`src/rtl/image_frame_packer.sv`:
```
// Frame packer for the UART image-transmit FIFO: writes sync, width, height,
// the raster pixels and a 16-bit additive pixel checksum, throttled on FIFO fill.
module image_frame_packer #(
    parameter int unsigned IMG_W      = 320,
    parameter int unsigned IMG_H      = 240,
    parameter int unsigned FIFO_AFULL = 128,
    parameter logic [15:0] SYNC_WORD  = 16'hA55A
) (
    input  logic        SYS_CLK,
    input  logic        RST,
    input  logic        frame_start,
    input  logic [15:0] pix_data,
    input  logic        pix_valid,
    output logic        pix_ready,
    input  logic [7:0]  fifo_wrusedw,
    output logic [15:0] fifo_data,
    output logic        fifo_wrreq,
    output logic        busy,
    output logic        frame_done
);

    typedef enum logic [2:0] {
        IDLE, HDR_SYNC, HDR_W, HDR_H, PIXELS, CKSUM
    } state_t;

    localparam logic [15:0] W_WORD = 16'(IMG_W);
    localparam logic [15:0] H_WORD = 16'(IMG_H);
    localparam logic [15:0] W_LAST = 16'(IMG_W - 1);
    localparam logic [15:0] H_LAST = 16'(IMG_H - 1);
    localparam logic [8:0]  AFULL  = 9'(FIFO_AFULL);

    state_t      state, next_state;
    logic [15:0] x_cnt, y_cnt, cksum;
    logic        space, accept, last_pix;

    assign space    = ({1'b0, fifo_wrusedw} < AFULL);
    assign accept   = pix_valid && pix_ready;
    assign last_pix = (x_cnt == W_LAST) && (y_cnt == H_LAST);

    // NOTE: state and datapath registers use non-blocking assignments so every
    // flop samples pre-edge values regardless of process ordering.
    always_ff @(posedge SYS_CLK or posedge RST) begin
        if (RST) state <= IDLE;
        else     state <= next_state;
    end

    // NOTE: next_state is defaulted before the case so no path leaves it
    // unassigned, which would otherwise infer a latch.
    always_comb begin
        next_state = state;
        case (state)
            IDLE:     if (frame_start) next_state = HDR_SYNC;
            HDR_SYNC: if (space) next_state = HDR_W;
            HDR_W:    if (space) next_state = HDR_H;
            HDR_H:    if (space) next_state = PIXELS;
            PIXELS:   if (accept && last_pix) next_state = CKSUM;
            CKSUM:    if (space) next_state = IDLE;
            default:  next_state = IDLE;
        endcase
    end

    always_comb begin
        busy      = (state != IDLE);
        pix_ready = (state == PIXELS) && space;
    end

    // Write strobe and done are single-cycle; fifo_data keeps its last word.
    always_ff @(posedge SYS_CLK or posedge RST) begin
        if (RST) begin
            fifo_data  <= '0;
            fifo_wrreq <= 1'b0;
            frame_done <= 1'b0;
            x_cnt      <= '0;
            y_cnt      <= '0;
            cksum      <= '0;
        end else begin
            fifo_wrreq <= 1'b0;
            frame_done <= 1'b0;
            case (state)
                IDLE: begin
                    if (frame_start) begin
                        x_cnt <= '0;
                        y_cnt <= '0;
                        cksum <= '0;
                    end
                end
                HDR_SYNC: begin
                    if (space) begin
                        fifo_data  <= SYNC_WORD;
                        fifo_wrreq <= 1'b1;
                    end
                end
                HDR_W: begin
                    if (space) begin
                        fifo_data  <= W_WORD;
                        fifo_wrreq <= 1'b1;
                    end
                end
                HDR_H: begin
                    if (space) begin
                        fifo_data  <= H_WORD;
                        fifo_wrreq <= 1'b1;
                    end
                end
                PIXELS: begin
                    if (accept) begin
                        fifo_data  <= pix_data;
                        fifo_wrreq <= 1'b1;
                        cksum      <= cksum + pix_data;
                        if (x_cnt == W_LAST) begin
                            x_cnt <= '0;
                            y_cnt <= y_cnt + 16'd1;
                        end else begin
                            x_cnt <= x_cnt + 16'd1;
                        end
                    end
                end
                CKSUM: begin
                    if (space) begin
                        fifo_data  <= cksum;
                        fifo_wrreq <= 1'b1;
                        frame_done <= 1'b1;
                    end
                end
                default: ;
            endcase
        end
    end

endmodule

```
`config.mk`:
```
export PLATFORM = sky130hd
export DESIGN_NAME = image_frame_packer
export DESIGN_NICKNAME = d
export VERILOG_FILES = /design/src/rtl/image_frame_packer.sv
export SDC_FILE = /design/constraint.sdc
export NUM_CORES = 1
export LEC_CHECK = 0
export CELL_PAD_IN_SITES_DETAIL_PLACEMENT = 1
export CELL_PAD_IN_SITES_GLOBAL_PLACEMENT = 1
export CORE_MARGIN = 1
export CORE_UTILIZATION = 43
export CTS_BUF_LIST = sky130_fd_sc_hd__clkbuf_8 sky130_fd_sc_hd__clkbuf_16
export DETAILED_ROUTE_END_ITERATION = 10
export PLACE_DENSITY = 0.88
export SLEW_MARGIN = 20
export SYNTH_ARGS = -nofsm -noshare
export SYNTH_HDL_FRONTEND = slang
export SYNTH_SLANG_ARGS = --single-unit
```
`constraint.sdc`:
```
create_clock -name SYS_CLK -period 3.4 [get_ports SYS_CLK]
set_clock_uncertainty 0.05 [all_clocks]
set_input_delay 0.85 -clock SYS_CLK [delete_from_list [all_inputs] [get_ports SYS_CLK]]
set_output_delay 0.85 -clock SYS_CLK [all_outputs]
set_load 0.01 [all_outputs]
```
Yosys cells after proc, flatten, opt, wreduce, memory -nomap -nowiden --
Cells that the tools add are included.
Word-level totals: bits in registers 69, bits of input ports 28, word-level logic and storage cells 65
Cells by class: add/subtract/negate cells 3, order comparisons 1, eq/ne operators 15, multiplexer cells 26, reductions and logical operators 13
Operator list (number):
- two-way mux 16 bit | 11
- case mux 16 bit (2 select lines) | 3
- case mux 16 bit (5 select lines) | 1
- adder 16 x 1 -> 16 bit (second input constant) | 2
- two-way mux 3 bit | 6
- case mux 3 bit (6 select lines) | 1
- adder 16 bit | 1
- equality test 16 x 8 -> 1 bit (second input constant) | 1
- equality test 16 x 9 -> 1 bit (second input constant) | 1
- != test 2 bit (second input constant) | 8
- AND reduction 6 bit | 2
- < comparator 8 bit (second input constant) | 1
- equality test 3 x 2 -> 1 bit (second input constant) | 2
- equality test 3 bit (second input constant) | 2
- nonzero test 5 bit | 1
- logical AND 1 bit | 4
- AND reduction 4 bit | 1
- OR reduction 4 bit | 1
- equality test 3 x 1 -> 1 bit (second input constant) | 1
- zero test 3 bit | 1
- two-way mux 1 bit | 3
- AND reduction 3 bit | 1
- nonzero test 3 bit | 1
- case mux 1 bit (2 select lines) | 1
- nonzero test 2 bit | 1

Longest topological paths before layout --
depth after elaboration 6, gate-level depth with buffers 9

Worst setup path after synthesis --
No wires, ideal clock.
kind input-to-reg, from input pix_data[0], to register cksum[14], setup time 0.133 ns, data arrival time 2.866 ns, data required time 3.217 ns, slack 0.350 ns, cell stages on the path 9, buffers on the path 0, path through ha_1 > fa_1 > a211o_1 > o211ai_1 > a21boi_1 > o41a_1 > a311oi_1 > xor2_1 > o21ai_0
On the way: word-level cells in the longest chain between the ends 3
RTL lines:
- from (decl) | RTL line 12 | input logic [15:0] pix_data,
- adder 16 bit | RTL line 109 | cksum <= cksum + pix_data;
- two-way mux 16 bit | RTL line 106 | if (accept) begin
- case mux 16 bit (2 select lines) | RTL line 79 | case (state)
- to (signal assigned) | RTL line 109
- to (decl) | RTL line 33 | logic [15:0] x_cnt, y_cnt, cksum;
No other way between the ends. The select of a mux whose other input is x is not followed. A chain may end at the register's enable or synchronous reset.

Final worst setup path --
from input pix_data[0], to register cksum[12]
The elaborated chain is that of the path after synthesis.

==> qor.yml <==
placement:
  gp_congestion: 0.9193
  portBuffers: 40
  dp_hpwl_microns: 8060
  dp_slack_ns: -0.2008
  placedCellCount: 582
flow_run:
  maxCapViolations: 0
timing:
  period_share_pct: 94.34
  min_period_ns: 3.207
  setup_viol: 0
  rsz0062_at_grt: "no"
  finalMaxSlewViolations: 0
  worst_pin_slew_ns: 0.8422
  final.setup.tns_ns: 0
  slew_headroom_pct: 43.42
  hold_viol: 0
  timing.final.ws_setup_ns: 0.1926
  timing.fmax_mhz: 311.8
run_status:
  outcome: "complete, no violations"
final_layout:
  postLayoutCoreUtil_pct: 54.50
  syn2layout_area_growth_pct: 20.62
  layoutNonFillerInstCount: 597
  nNetsFinal: 532
  final_layout_size_suffix_gt1_share_pct: 11.66
  diodes: 0
floorplanning:
  core_sq_um: 8891
  rows: 34
  io_pins: 48
  fp.dieW_microns: 98.66
  dieHeight_microns: 98.66
  dieArea_sq_um: 9734
  start_util_pct: 45.19
critical_path:
  critPathCapture: "cksum[12]"
  r2r_cells: 9
  cp_max_fo: 3
  crit_path_end_kind: "register"
  rr_startpoint: "state[2]"
  r2r_slack_ns: 0.60
  path_class: "input port to register"
  critPathRequiredTime_ns: 3.57
  r2r-end: "fifo_data[4]"
  startpoint: "pix_data[0]"
  start_kind: "input port"
  worstPathArrival_ns: 3.38
yosys:
  synth_seq_cells: 69
  synth_fp_nets: 479
  synth-compound-area-share_pct: 17.35
  synth_top_family_by_area: "simple AND/OR/NAND/NOR gates"
  async_flop_share_pct: 100.0
  synthAdderAreaFrac_pct: 6.104
  synth-xor-area-share_pct: 6.540
  yosys.area_share.simple_pct: 18.97
  yosysSeqAreaShare_pct: 42.98
  ys.flop_type: "dfrtp_1"
  synthMuxAreaShare_pct: 5.637
  synth.distinct_cells: 50
  syn_area_sq_um: 4018
  synth_edf_count: 0
  netlist_instances: 432
  syn_avg_cell_area_sq_um: 9.300
  yosys_warnings: 0
clocking:
  clkSinkCount: 69
  path_clk_slew_ns: 0.08
  cts-root-buf: "clkbuf_8"
  cts_hold_buf: 0
  insertion_delay_ns: 0.36
  clockBufferDepth: 2
  cts_made_buffers: 9
  htree_levels: 3
  cts_resized: 0
  cts_tree: "yes"
  post_cts_buffers: 0
min_path:
  hp-class: "register to register"
  hold_path.startpoint: "fifo_data[7]"
power_and_ir_drop:
  ir_drop_mv: 0.4269
  p_per_area_nw_per_um2: 688.9
  leakagePower_nw: 2.154
drt:
  highest_layer: "met4"
  vias: 3538
  postRouteAntennaNets: 0
  first_pass_iters: 4
  avgViaCountPerCell: 5.926
  first_iter_violations: 146
  wl_met3_microns: 309
  met2RoutedLength_microns: 5716
  wl_microns: 11330
  drc_errors: 0
  avgRoutedWirePerCell_microns: 18.98
  met1Wirelength_microns: 4900
grt:
  antenna_found_initial: 0
  grt_remaining_overflow: 0
  grt_first_pass_wirelength_microns: 19270
  grt_util_all_layers_pct: 25.44
  grt_pass1_vias: 3796
  grt_start_max_net_pins: 43
-- Yosys cell counts, types with 2 or more instances --
cell type,number,area (sq um)
ha_1,18,225.2
xor2_1,23,201.4
or3_1,11,68.82
a22o_1,4,35.03
a211o_1,2,17.52
nor4_1,3,18.77
a311oi_1,2,17.52
a21oi_1,36,180.2
xnor2_1,7,61.31
inv_1,7,26.28
o31ai_1,2,15.01
o211ai_1,4,30.03
mux2i_1,8,80.08
or4_1,2,15.01
nand2b_1,5,31.28
a2111o_1,2,22.52
a211oi_1,3,22.52
and2_1,4,25.02
clkbuf_1,16,60.06
nor2b_1,4,25.02
a21o_1,8,60.06
a22oi_1,2,15.01
dfrtp_1,69,1727
o21a_1,3,22.52
and3_1,3,18.77
nor2_1,53,198.9
nand2_1,40,150.1
mux2_2,13,146.4
nor3_1,7,35.03
o21ai_0,33,165.2
nand4_1,9,56.30
nand3_1,11,55.05
-- worst min path at each step --
stage                         endpoint  slack (ns)  cells after the start
after floorplan               cksum[6]        0.42                      2
after global placement    fifo_data[5]        0.43                      1
after CTS                 fifo_data[7]        0.46                      1
after detailed placement  fifo_data[7]        0.44                      1
after global routing      fifo_data[7]        0.47                      1
final                     fifo_data[7]        0.45                      1
-- worst max-delay path, stage by stage --
cell             delay (ns)
clkdlybuf4s50_1        0.43
ha_1                   0.24
fa_1                   0.40
a211o_1                0.31
o211ai_1               0.13
a21boi_1               0.13
o41a_1                 0.36
a21oi_1                0.27
or4_1                  0.17
nand3_1                0.09
-- metrics by stage --
| stage | total power [mW] | hold WS (ns) | instance area [sq um] |
|---|---|---|---|
| 2_1_floorplan | 2.076 | 0.4191 | 4018 |
| 3_3_place_gp | 2.564 | 0.4277 | 4644 |
| 3_5_place_dp | 2.653 | 0.4377 | 4644 |
| 4_1_cts | 3.343 | 0.4552 | 4833 |
| 5_1_grt | 3.551 | 0.4718 | 4846 |
| 6_report | 3.339 | 0.4493 | 4846 |
-- registers in the layout, indices dropped and copies added (netlist names) --
name	count
cksum	16
fifo_data	16
fifo_wrreq	1
frame_done	1
state	3
x_cnt	16
y_cnt	16
-- layout by cell type (no fill, tap or decap), types with 5 or more instances in the layout --
master,Yosys,routed
a21oi_1,36,36
nand2b_1,5,5
inv_1,7,6
buf_4,1,18
dfrtp_1,69,69
a21o_1,8,8
nand2_1,40,40
or3_1,11,11
clkdlybuf4s50_1,0,40
nand3_1,11,11
o21ai_0,33,33
clkbuf_8,0,9
nand4_1,9,9
xor2_1,23,23
mux2i_1,8,8
nor2_1,53,53
mux2_2,13,13
ha_1,18,18
nor3_1,7,7
xnor2_1,7,7
-- per-layer routing --
metal | global-route usage (%) | up-vias
met4 | 13.09 | 0
li1 | - | 1652
met2 | 44.10 | 67
met5 | 0 | -
met1 | 30.67 | 1792
met3 | 4.043 | 27
-- cell type report --
class | count | area, sq um
clock buffers | 9 | 123.9
multi-input cells | 338 | 2210
flip-flops and latches | 69 | 1727
clock inverters | 6 | 65.06
fillers | 1031 | 4045
repair buffers | 59 | 555.5
inverters | 8 | 30.03
well taps | 108 | 135.1
-- where the power goes --
part           leakage (nW)  switching, mW  total, mW  internal [mW]
Clock                0.0950          0.340      0.675          0.334
Combinational          1.13          0.856       1.53          0.678
Sequential            0.925          0.149       1.13          0.980
Total                  2.15           1.35       3.34           1.99
-- cells by family after synthesis --
logic type / count (synthesis)
mux: 21
buf+inv: 25
fa+ha+maj: 19
simple gates: 157
xor+xnor: 30
compound gates: 111
flops: 69
No activity file was read; power rests on OpenSTA's default activity.
